--- src/rtl/uart_rx_fsm.sv ---
// UART receiver for the FPGA<->ARM serial link: 8 data bits LSB-first, even parity, one stop bit.
// Each received byte gets a one-cycle valid strobe plus held parity and framing error flags.
module uart_rx_fsm #(
    parameter int unsigned CLKS_PER_BIT = 1667,
    parameter int unsigned HALF_BIT     = 833
) (
    input  logic       i_clk,
    input  logic       i_rst_n,
    input  logic       i_rx_in,
    output logic [7:0] o_rx_data,
    output logic       o_rx_valid,
    output logic       o_parity_err,
    output logic       o_frame_err,
    output logic       o_busy
);

    typedef enum logic [2:0] {
        StIdle,
        StStart,
        StData,
        StParity,
        StStop,
        StBreak
    } state_e;

    // Terminal counts: the counter reads N-1 on the Nth edge after it was cleared.
    localparam logic [10:0] BitLast  = 11'(CLKS_PER_BIT - 1);
    localparam logic [10:0] HalfLast = 11'(HALF_BIT - 1);

    logic        r_sync1, r_sync2;
    state_e      r_state, w_state;
    logic [10:0] r_cnt, w_cnt;
    logic [2:0]  r_bit_cnt, w_bit_cnt;
    logic [7:0]  r_shift, w_shift;
    logic        r_par_calc, w_par_calc;
    logic [7:0]  r_rx_data, w_rx_data;
    logic        r_valid, w_valid;
    logic        r_perr, w_perr;
    logic        r_ferr, w_ferr;
    logic        r_busy, w_busy;
    logic        w_rxs;

    assign w_rxs = r_sync2;

    // Two-flop synchroniser for the asynchronous serial line; idles high out of reset.
    always_ff @(posedge i_clk or negedge i_rst_n) begin
        if (!i_rst_n) begin
            r_sync1 <= 1'b1;
            r_sync2 <= 1'b1;
        end else begin
            r_sync1 <= i_rx_in;
            r_sync2 <= r_sync1;
        end
    end

    // State, counters, shift register and registered outputs.
    always_ff @(posedge i_clk or negedge i_rst_n) begin
        if (!i_rst_n) begin
            r_state    <= StIdle;
            r_cnt      <= '0;
            r_bit_cnt  <= '0;
            r_shift    <= '0;
            r_par_calc <= 1'b0;
            r_rx_data  <= '0;
            r_valid    <= 1'b0;
            r_perr     <= 1'b0;
            r_ferr     <= 1'b0;
            r_busy     <= 1'b0;
        end else begin
            r_state    <= w_state;
            r_cnt      <= w_cnt;
            r_bit_cnt  <= w_bit_cnt;
            r_shift    <= w_shift;
            r_par_calc <= w_par_calc;
            r_rx_data  <= w_rx_data;
            r_valid    <= w_valid;
            r_perr     <= w_perr;
            r_ferr     <= w_ferr;
            r_busy     <= w_busy;
        end
    end

    // Next-state and sampling decisions; counter cleared on every transition and sample.
    always_comb begin
        w_state    = r_state;
        w_cnt      = r_cnt + 11'd1;
        w_bit_cnt  = r_bit_cnt;
        w_shift    = r_shift;
        w_par_calc = r_par_calc;
        w_rx_data  = r_rx_data;
        w_valid    = 1'b0;
        w_perr     = r_perr;
        w_ferr     = r_ferr;
        w_busy     = r_busy;
        unique case (r_state)
            StIdle: begin
                w_cnt = '0;
                if (!w_rxs) begin
                    w_state = StStart;
                    w_busy  = 1'b1;
                end
            end
            StStart: begin
                if (r_cnt == HalfLast) begin
                    w_cnt     = '0;
                    w_bit_cnt = '0;
                    if (!w_rxs) begin
                        w_state = StData;
                    end else begin
                        // Line went back high before mid-bit: treat as noise.
                        w_state = StIdle;
                        w_busy  = 1'b0;
                    end
                end
            end
            StData: begin
                if (r_cnt == BitLast) begin
                    w_cnt     = '0;
                    w_shift   = {w_rxs, r_shift[7:1]};
                    w_bit_cnt = r_bit_cnt + 3'd1;
                    if (r_bit_cnt == 3'd7) begin
                        w_state = StParity;
                    end
                end
            end
            StParity: begin
                if (r_cnt == BitLast) begin
                    w_cnt      = '0;
                    w_par_calc = (^r_shift) ^ w_rxs;
                    w_state    = StStop;
                end
            end
            StStop: begin
                if (r_cnt == BitLast) begin
                    w_cnt     = '0;
                    w_rx_data = r_shift;
                    w_perr    = r_par_calc;
                    w_ferr    = !w_rxs;
                    w_valid   = 1'b1;
                    if (w_rxs) begin
                        w_state = StIdle;
                        w_busy  = 1'b0;
                    end else begin
                        w_state = StBreak;
                    end
                end
            end
            StBreak: begin
                // Wait out a held-low line so it is not mistaken for a new start bit.
                w_cnt = '0;
                if (w_rxs) begin
                    w_state = StIdle;
                    w_busy  = 1'b0;
                end
            end
            default: begin
                w_state = StIdle;
                w_cnt   = '0;
                w_busy  = 1'b0;
            end
        endcase
    end

    assign o_rx_data    = r_rx_data;
    assign o_rx_valid   = r_valid;
    assign o_parity_err = r_perr;
    assign o_frame_err  = r_ferr;
    assign o_busy       = r_busy;

endmodule

--- config.mk ---
export PLATFORM = sky130hd
export DESIGN_NAME = uart_rx_fsm
export DESIGN_NICKNAME = d
export VERILOG_FILES = /design/src/rtl/uart_rx_fsm.sv
export SDC_FILE = /design/constraint.sdc
export NUM_CORES = 1
export LEC_CHECK = 0
export ABC_AREA = 1
export CAP_MARGIN = 20
export CORE_MARGIN = 1.5
export CORE_UTILIZATION = 32
export DETAILED_ROUTE_END_ITERATION = 10
export GPL_ROUTABILITY_DRIVEN = 0
export PLACE_DENSITY_LB_ADDON = 0.12
export SYNTH_ARGS = -nofsm -noshare
export SYNTH_HDL_FRONTEND = slang
export SYNTH_SLANG_ARGS = --single-unit
export TNS_END_PERCENT = 30
--- constraint.sdc ---
create_clock -name i_clk -period 1.4 [get_ports i_clk]
set_input_delay 0.35 -clock i_clk [delete_from_list [all_inputs] [get_ports i_clk]]
set_output_delay 0.35 -clock i_clk [all_outputs]
set_load 0.01 [all_outputs]
==> flow_summary_export.csv, run 1 <==
group,metric,value,unit
outcome,status,"complete, but fails checks",
outcome,violations,"setup timing",
cts,clock-root-buffer,"clkbuf_8",
global_route,gr-total-overflow,0,
setup_path,r2r_slack,-80,ps
global_route,use_met2,0.251,
die,io-pin-count,15,
timing,max_slew_margin,0.750,
global_route,grt_pass1_wl,8400,µm
timing,period_minus_slack,1480,ps
cts,path_clk_slew,80,ps
setup_path,critPathKind,"reg2reg",
cts,numCtsBuffers,5,
placement,dpl.hpwl,3510,µm
yosys,synth_nets,273,
die,core-area,6350,µm²
setup_path,startpoint,"r_cnt[5]",
global_route,antenna_found_initial,0,
finish,multi_input_area,1070,µm²
global_route,grt_util_met3,0.0326,
setup_path,cp-end-kind,"flip-flop",
global_route,grt_max_degree,19,
pwr,leakage,1.40,nW
cts,ctsHtreeMaxLevel,2,
finish,diodes,0,
detailed_routing,ant_nets,0,
timing,slew_violations,0,
timing,setup_viol,31,
min_path,min_path_type,"reg2reg",
min_path,min_from,"r_sync1",
detailed_routing,num_vias,1847,
timing,worst_slew_pin_slew,376,ps
pwr,power,2.15,mW
setup_path,crit_arrival,1660,ps
yosys,synth_top_area_share,0.452,
timing,timing.setup.tns,-1210,ps
yosys,yosysWarnings,0,
timing,fin_worst_skew,4.16,ps
setup_path,crit_fanout,18,
detailed_routing,wirelength,4760,µm
pwr,cellPowerDensity,754,nW/µm²
detailed_routing,drt_iter0_markers,48,
global_route,grt_pass1_vias,1809,
yosys,yosys_register_bits,40,
die,dieArea,7080,µm²
die,die_w,84.1,µm
cts,clockBufferDepth,2,
timing,fin_crit_sh,1.06,
timing,hold_violations,0,
detailed_routing,first_pass_iters,4,
setup_path,reg2reg_from,"r_cnt[5]",
global_route,grt.total_usage,0.148,
finish,nNetsFinal,331,
cts,clk_latency,290,ps
finish,fill_cells,647,
detailed_routing,drt-wirelength-per-cell,11.9,µm
cts,cts_tree,"built",
die,row_count,29,
pwr,vdd_drop_max,0.320,mV
timing,rsz0062_at_grt,"true",
global_route,met1_usage,0.189,
global_route,top_usage_layer,"met2",
setup_path,worstPathRequired,1580,ps
yosys,ys_seq_area_frac,0.477,
finish,syn_to_final_growth,35.4,%
flow_run,drv_cap,0,
placement,io_buffers,14,
setup_path,crit_path_start_kind,"flip-flop",
die,initial_core_util,0.332,
yosys,synth_area_leaders,"dfrtp_1 45%, nand2_1 16%, inv_1 5.0%, nand3_1 5.0%, nor2_1 4.3%",
finish,final_layout_size_suffix_gt1_frac,0.293,
yosys,ys_types,26,
timing,worst_slack,-82.0,ps
timing,fmax,0.675,GHz
detailed_routing,drc_errors,0,
placement,pre_cts_ws,-116,ps
die,die_y,84.1,µm
yosys,synth_area,2110,µm²
cts,cts_sinks,40,
yosys,yosysTopAreaCell,"dfrtp_1",
detailed_routing,via_per_inst,4.61,
yosys,syn_inst,265,
finish,seq_area,1000,µm²
yosys,syn_avg_cell_area,7.95,µm²
-- kinds of logic after synthesis --
kind of cell             count (synthesis)  synth area share
adder cells (fa/ha/maj)                  5            0.0297
AND/OR/NAND/NOR                        158             0.333
flip-flops                              40             0.477
XOR/XNOR                                 5            0.0208
buffers and inverters                   33            0.0689
AO/OA/AOI/OAI                           24            0.0713
-- worst max-delay path: stages, from the launching register on --
cell and delay (ps):
dfrtp_1 450, inv_1 120, nand2_1 100, nor4_2 260, nand3_2 130, buf_12 180
nand2_1 70, o21ai_2 60
-- cells in the final DEF, fill, tap and decap left out, types with 2 or more instances in the layout --
| cell type | count |
|---|---|
| nand2_4 | 3 |
| dlygate4sd2_1 | 12 |
| nand3_2 | 6 |
| dfrtp_1 | 37 |
| nor3_1 | 7 |
| ha_1 | 3 |
| buf_6 | 3 |
| nor3_2 | 3 |
| nand2_1 | 86 |
| inv_2 | 4 |
| o21ai_2 | 10 |
| o21ai_1 | 7 |
| a21oi_1 | 2 |
| nor2_1 | 16 |
| xor2_1 | 4 |
| nor3_4 | 2 |
| buf_4 | 34 |
| and2_4 | 2 |
| nand2_2 | 4 |
| o21ai_0 | 5 |
| nand3_1 | 16 |
| clkbuf_8 | 5 |
| inv_1 | 25 |
| nand4_1 | 5 |
| buf_12 | 2 |
| dfstp_2 | 2 |
| nor2_2 | 7 |
-- through the flow --
step | util | cells | area, µm² | hold slack (ps)
floorplan | - | 265 | 2130 | 54.4
global placement | 0.414 | 389 | 2630 | 290
detailed placement | 0.414 | 389 | 2630 | 290
CTS | 0.439 | 400 | 2790 | 359
global route | 0.449 | 401 | 2850 | 363
finish | 0.449 | 401 | 2850 | 357
-- metal layers --
metal,vias up,routed length [µm]
li1,958,-
met5,-,0
met3,6,101
met1,869,2180
met4,0,58
met2,14,2420
-- report_power, final --
part | switching, mW | internal (mW) | total (mW) | leakage [nW]
Clock | 0.412 | 0.529 | 0.941 | 0.0552
Combinational | 0.0308 | 0.0177 | 0.0485 | 0.819
Sequential | 0.00227 | 1.16 | 1.16 | 0.530
-- synth_stat cells, drive strengths merged --
library cell / instances
dfrtp: 38
dfstp: 2
nand4: 5
xor2: 4
o21ai: 22
ha: 5
xnor2: 1
inv: 29
nand2: 93
nor2: 24
and2: 1
nor4: 1
nor3: 12
nand3: 22
clkbuf: 1
a21oi: 2
buf: 3
-- state kept, by name, indices dropped and copies added, names as in the netlist --
signal / flops
r_cnt: 11
r_sync1: 1
o_rx_data: 8
r_par_calc: 1
o_frame_err: 1
r_shift: 8
o_parity_err: 1
o_busy: 1
o_rx_valid: 1
r_sync2: 1
r_state: 3
r_bit_cnt: 3
-- path summary, 6_finish.rpt --
| path | to | depth (start not counted) |
|---|---|---|
| max | o_rx_data[7] | 7 |
| min | r_sync2 | 0 |
| max reg2reg | o_rx_data[7] | 7 |
| min reg2reg | r_sync2 | 0 |
| max in group asynchronous | r_sync2 | 3 |
| min in group asynchronous | o_rx_data[1] | 2 |
-- final cells by class --
cell class                 instances  area share
inverter                          29      0.0382
clock buffer                       6      0.0254
sequential                        40       0.352
tap                               77      0.0338
clock inverter                     2      0.0123
timing repair buffer              54       0.161
multi-input combinational        193       0.377
-- timing repair --
action                     4_1_cts  5_1_grt
setup buffers                    2        0
pin swaps                        9        4
resized for setup               32       19
setup endpoints to repair       48       38
hold endpoints to repair        13        0
hold buffers                     1        0
cloned                           0        1
(Power assumes the default switching activity.)
==> inputs of run 2 (changes only) <==
--- a/config.mk
+++ b/config.mk
@@ -9,6 +9,8 @@
 export CAP_MARGIN = 20
 export CORE_MARGIN = 1.5
 export CORE_UTILIZATION = 32
+export CTS_BUF_LIST = sky130_fd_sc_hd__clkbuf_16
+export CTS_CLUSTER_SIZE = 28
 export DETAILED_ROUTE_END_ITERATION = 10
 export GPL_ROUTABILITY_DRIVEN = 0
 export PLACE_DENSITY_LB_ADDON = 0.12
==> constraint.sdc (replaced) <==
create_clock -name i_clk -period 1.4 [get_ports i_clk]
set_input_delay 0.28 -clock i_clk [delete_from_list [all_inputs] [get_ports i_clk]]
set_output_delay 0.28 -clock i_clk [all_outputs]
set_load 0.01 [all_outputs]
==> run 2 against run 1 <==
Effect of this change:
- the run still ends with setup timing left
- via count increased by 1.1%
- clock power increased by 17%
- sequential power about the same
- global-route usage decreased by 0.31 points
- clock skew about the same
- sequential share of layout area decreased by 0.98 points
- maximum frequency decreased by 0.56%
- first-iteration DRC count unchanged
- core utilization increased by 1.3 points
- flip-flop and latch count unchanged
- non-clock buffer count increased by 3
==> flow_summary_export.csv, run 2 (synthesized netlist as in run 1, its figures left out) <==
group,metric,value,unit
global_route,grt_max_degree,30,
placement,post-place-cells,386,
cts,clockBufferDepth,2,
die,dieArea,7080,µm²
die,row_count,29,
detailed_routing,first_pass_iters,4,
setup_path,critPathKind,"reg2reg",
cts,clock-root-buffer,"clkbuf_16",
setup_path,cp-end-kind,"flip-flop",
pwr,cellPowerDensity,787,nW/µm²
die,io-pin-count,15,
timing,period_minus_slack,1490,ps
timing,slew_violations,0,
die,die_y,84.1,µm
cts,clk_latency,280,ps
global_route,grt_pass1_wl,8270,µm
timing,rsz0062_at_grt,"true",
detailed_routing,drc_errors,0,
cts,cts_tree,"built",
finish,regMostFlops,"r_cnt",
outcome,violations,"setup timing",
finish,syn_to_final_growth,39.3,%
cts,ctsHtreeMaxLevel,2,
setup_path,reg2regPathDepth,8,
cts,numCtsBuffers,5,
timing,hold_ws,356,ps
finish,layout.cells.non_filler,403,
timing,worst_slack,-90.4,ps
timing,worst_slew_pin_slew,299,ps
pwr,internal_power,1.82,mW
outcome,status,"complete, but fails checks",
timing,fin_worst_skew,4.10,ps
global_route,grt.total_usage,0.145,
timing,fmax,0.671,GHz
placement,io_buffers,14,
placement,dpl.hpwl,3330,µm
detailed_routing,drt-wirelength-per-cell,11.9,µm
setup_path,crit_chain,"inv_2 -> ha_4 -> nand4_1 -> nor2_4 -> nand2_4 -> nand2_4 -> and2_4 -> nor2_1",
cts,path_clk_slew,60,ps
global_route,grt_pass1_vias,1797,
finish,final_cell_mix,"81 x nand2_1, 37 x dfrtp_1, 37 x buf_4, 25 x inv_1, 19 x nand3_1",
pwr,leakage,1.44,nW
die,initial_core_util,0.332,
min_path,min_delay_path_depth,0,
setup_path,cp_slowest_cell,"dfrtp_1",
flow_run,drv_cap,0,
pwr,clkPwrFrac,0.477,
finish,final_layout_size_suffix_gt1_frac,0.304,
pwr,vdd_drop_max,0.593,mV
finish,largest_reg_flops,11,
min_path,min_path_type,"reg2reg",
setup_path,path_buf_inv,1,
finish,final_common_cell,"nand2_1",
detailed_routing,via_per_inst,4.63,
setup_path,crit_fanout,6,
min_path,min_from,"r_sync1",
timing,max_slew_margin,0.801,
setup_path,crit_path_start_kind,"flip-flop",
die,core-area,6350,µm²
timing,hold_violations,0,
setup_path,startpoint,"r_cnt[0]",
pwr,switching_share,0.210,
detailed_routing,ant_nets,0,
setup_path,slowest_delay,380,ps
timing,setup_viol,36,
timing,fin_crit_sh,1.06,
global_route,gr-total-overflow,0,
finish,diodes,0,
detailed_routing,num_vias,1867,
detailed_routing,drt_iter0_markers,48,
global_route,antenna_found_initial,0,
finish,nNetsFinal,334,
setup_path,crit_arrival,1660,ps
setup_path,path_delay_family,"simple AND/OR/NAND/NOR gates",
detailed_routing,wirelength,4800,µm
setup_path,worstPathRequired,1570,ps
die,die_w,84.1,µm
pwr,netSwitchingPower,485,µW
setup_path,reg2reg_from,"r_cnt[0]",
cts,cts_sinks,40,
pwr,p_comb_frac,0.019,
setup_path,cp_num_cells,8,
setup_path,crit_top_cell,"nand2_4",
pwr,p_seq_frac,0.505,
## run 2: changes by cell type in the layout (fill, tap and decap cells not counted), sizes merged
cell | previous run | this run
buf | 40 | 42
clkinvlp | 0 | 1
bufinv | 1 | 0
## run 2: per-layer routing
metal	part of all wire	vias to the layer above	track usage
li1	-	976	-
met1	0.46	861	0.181
met2	0.50	23	0.249
met3	0.026	7	0.0297
met4	0.017	0	0.0507
met5	0	-	0
## run 2: worst reg2reg max path: cells and delay by family (launching register included)
| family | cells | cell delay, ps |
|---|---|---|
| AND/OR/NAND/NOR | 6 | 760 |
| adder cells (fa/ha/maj) | 1 | 130 |
| buffers and inverters | 1 | 90 |
| flip-flops | 1 | 380 |
## run 2: path summary, 6_finish.rpt
check	slack [ps]	endpoint
setup / recovery	-90	r_cnt[7]
hold / removal	360	r_sync2
setup reg to reg	-90	r_cnt[7]
hold reg to reg	360	r_sync2
max in group asynchronous	460	r_sync1
min in group asynchronous	410	r_shift[3]
## run 2: layout make-up
| type | count | area (µm²) |
|---|---|---|
| Tap cell | 77 | 96.3 |
| Timing Repair Buffer | 57 | 499 |
| Multi-Input combinational cell | 193 | 1090 |
| Clock buffer | 5 | 125 |
| Fill cell | 632 | 3420 |
| Clock inverter | 2 | 12.5 |
| Sequential cell | 40 | 1000 |
| Inverter | 29 | 109 |
## run 2: what timing repair did
item                                    in CTS  in global routing
pin swaps                                    5                  8
endpoints found under the setup margin      48                 38
setup buffers                                4                  3
hold buffers                                 1                  0
resized for setup                           24                 30
cloned                                       1                  1
endpoints found under the hold margin       11                  0
## run 2: power by group through the flow
stage	clock network [mW]	registers, mW	logic, mW
final	1.10	1.16	0.0436
after global routing	1.18	1.16	0.0514
after CTS	1.13	1.16	0.0466
after detailed placement	0	1.18	0.0445
after global placement	0	1.18	0.0445
after floorplan	0	1.18	0.00399
## run 2: per-stage QoR
step / utilization / power [mW] / setup TNS (ps) / area (µm²) / worst slack, ps
after floorplan: - / 1.19 / -892 / 2130 / -71.4
after global placement: 0.410 / 1.23 / -2150 / 2610 / -103
after detailed placement: 0.410 / 1.23 / -2840 / 2610 / -113
after CTS: 0.441 / 2.35 / -1700 / 2800 / -70.9
after global routing: 0.462 / 2.40 / -4580 / 2930 / -163
final: 0.462 / 2.31 / -1650 / 2930 / -90.4
==> inputs of run 3 (changes only) <==
--- a/config.mk
+++ b/config.mk
@@ -9,7 +9,7 @@
 export CAP_MARGIN = 20
 export CORE_MARGIN = 1.5
 export CORE_UTILIZATION = 32
-export CTS_BUF_LIST = sky130_fd_sc_hd__clkbuf_16
+export CTS_BUF_LIST = sky130_fd_sc_hd__clkbuf_4 sky130_fd_sc_hd__clkbuf_8
 export CTS_CLUSTER_SIZE = 28
 export DETAILED_ROUTE_END_ITERATION = 10
 export GPL_ROUTABILITY_DRIVEN = 0
==> run 3 against run 2 <==
Effect of this change:
- the run still ends with setup timing left
- highest routed layer unchanged
- die area unchanged
- final cell count unchanged
- wire length decreased by 0.17%
- clock-buffer cell count unchanged
- via count increased by 0.11%
==> flow_summary_export.csv, run 3 (synthesized netlist as in run 1, its figures left out) <==
group,metric,value,unit
setup_path,crit_chain,"inv_2 -> ha_4 -> nand4_1 -> nor2_4 -> nand2_4 -> nand2_4 -> and2_4 -> nor2_1",
timing,fin_crit_sh,1.06,
setup_path,cp-end-kind,"flip-flop",
pwr,leakage,1.41,nW
global_route,grt_max_degree,30,
timing,fin_worst_skew,11.5,ps
global_route,top_usage_layer,"met2",
finish,diodes,0,
setup_path,crit_fanout,6,
timing,fmax,0.674,GHz
cts,clockBufferDepth,2,
min_path,min_path_type,"reg2reg",
timing,hold_ws,359,ps
finish,final_layout_size_suffix_gt1_frac,0.310,
finish,layout.cells.non_filler,403,
finish,nNetsFinal,334,
global_route,grt_pass1_wl,8220,µm
finish,seq_area,1010,µm²
setup_path,worstPathRequired,1590,ps
detailed_routing,drt_iter0_markers,44,
placement,io_buffers,14,
cts,ctsHtreeMaxLevel,2,
cts,cts_sinks,40,
detailed_routing,num_vias,1869,
detailed_routing,drt-wirelength-per-cell,11.9,µm
timing,setup_viol,36,
timing,worst_slack,-83.8,ps
placement,post-place-cells,386,
cts,clock-root-buffer,"clkbuf_8",
timing,worst_slew_pin_slew,301,ps
flow_run,drv_cap,0,
global_route,antenna_found_initial,0,
setup_path,critPathKind,"reg2reg",
timing,rsz0062_at_grt,"true",
pwr,cellPowerDensity,685,nW/µm²
finish,multi_input_area,1080,µm²
timing,period_minus_slack,1480,ps
timing,hold_violations,0,
placement,dpl_cell_area,2610,µm²
finish,largest_reg_flops,11,
cts,cts_tree,"built",
detailed_routing,first_pass_iters,4,
setup_path,slowest_delay,390,ps
setup_path,crit_arrival,1670,ps
global_route,use_met2,0.251,
detailed_routing,drc_errors,0,
finish,syn_to_final_growth,36.3,%
finish,fill_cells,646,
die,die_y,84.1,µm
finish,final_util,0.452,
cts,clk_latency,300,ps
die,row_count,29,
global_route,grt_pass1_vias,1789,
global_route,gr-total-overflow,0,
global_route,grt.total_usage,0.146,
global_route,met1_usage,0.179,
detailed_routing,ant_nets,0,
finish,final_cell_mix,"81 x nand2_1, 38 x buf_4, 36 x dfrtp_1, 25 x inv_1, 19 x nand3_1",
finish,design_area,2870,µm²
die,die_w,84.1,µm
pwr,vdd_drop_max,0.444,mV
setup_path,crit_path_start_kind,"flip-flop",
outcome,violations,"setup timing",
outcome,status,"complete, but fails checks",
pwr,power,1.97,mW
die,core-area,6350,µm²
global_route,grt_util_met3,0.0415,
die,initial_core_util,0.332,
detailed_routing,via_per_inst,4.64,
finish,final_common_cell,"nand2_1",
setup_path,crit_top_cell,"nand2_4",
die,dieArea,7080,µm²
timing,slew_violations,0,
cts,numCtsBuffers,5,
placement,dpl.hpwl,3330,µm
detailed_routing,wirelength,4790,µm
finish,regMostFlops,"r_cnt",
die,io-pin-count,15,
cts,path_clk_slew,80,ps
setup_path,cp_slowest_cell,"dfrtp_1",
timing,max_slew_margin,0.799,
[run 3: layer usage]
layer / routed length (µm) / vias up
met1: 2240 / 869
li1: - / 974
met3: 149 / 6
met4: 53 / 0
met2: 2350 / 20
met5: 0 / -
[run 3: worst paths after layout]
kind	start	endpoint	cells past startpoint	slack, ps
min	r_sync1	r_sync2	0	360
max reg2reg	r_cnt[0]	r_cnt[0]	8	-80
min in group asynchronous	i_rst_n	o_parity_err	2	390
max	r_cnt[0]	r_cnt[0]	8	-80
min reg2reg	r_sync1	r_sync2	0	360
max in group asynchronous	i_rst_n	r_sync1	3	480
[run 3: critical path, delay by kind of cell, from the launching register on]
kind          cells  cell delay, ps
flops             1             390
simple gates      6             760
fa+ha+maj         1             130
buf+inv           1              90
[run 3: through the flow]
step / setup TNS (ps) / setup WS (ps)
floorplan: -892 / -71.4
global placement: -2150 / -103
detailed placement: -2840 / -113
CTS: -1880 / -77.1
global route: -4490 / -162
finish: -1520 / -83.8
[run 3: timing repair]
action,CTS,global route
hold buffers,1,0
setup endpoints to repair,48,38
cloned,1,1
gates resized for setup,26,29
setup buffers,4,3
endpoints found under the hold margin,11,0
pin swaps,7,5
[run 3: final cells by class]
class / count / area share
multi-input cells: 193 / 0.377
well taps: 77 / 0.0336
repair buffers: 57 / 0.173
clock inverters: 2 / 0.00436
inverters: 29 / 0.0379
flip-flops and latches: 40 / 0.350
clock buffers: 5 / 0.0240
[run 3: where the power goes]
part	leakage, nW	internal (mW)	switching [mW]
sequential	0.530	1.16	0.00251
clock	0.0400	0.338	0.422
combinational	0.844	0.0141	0.0295
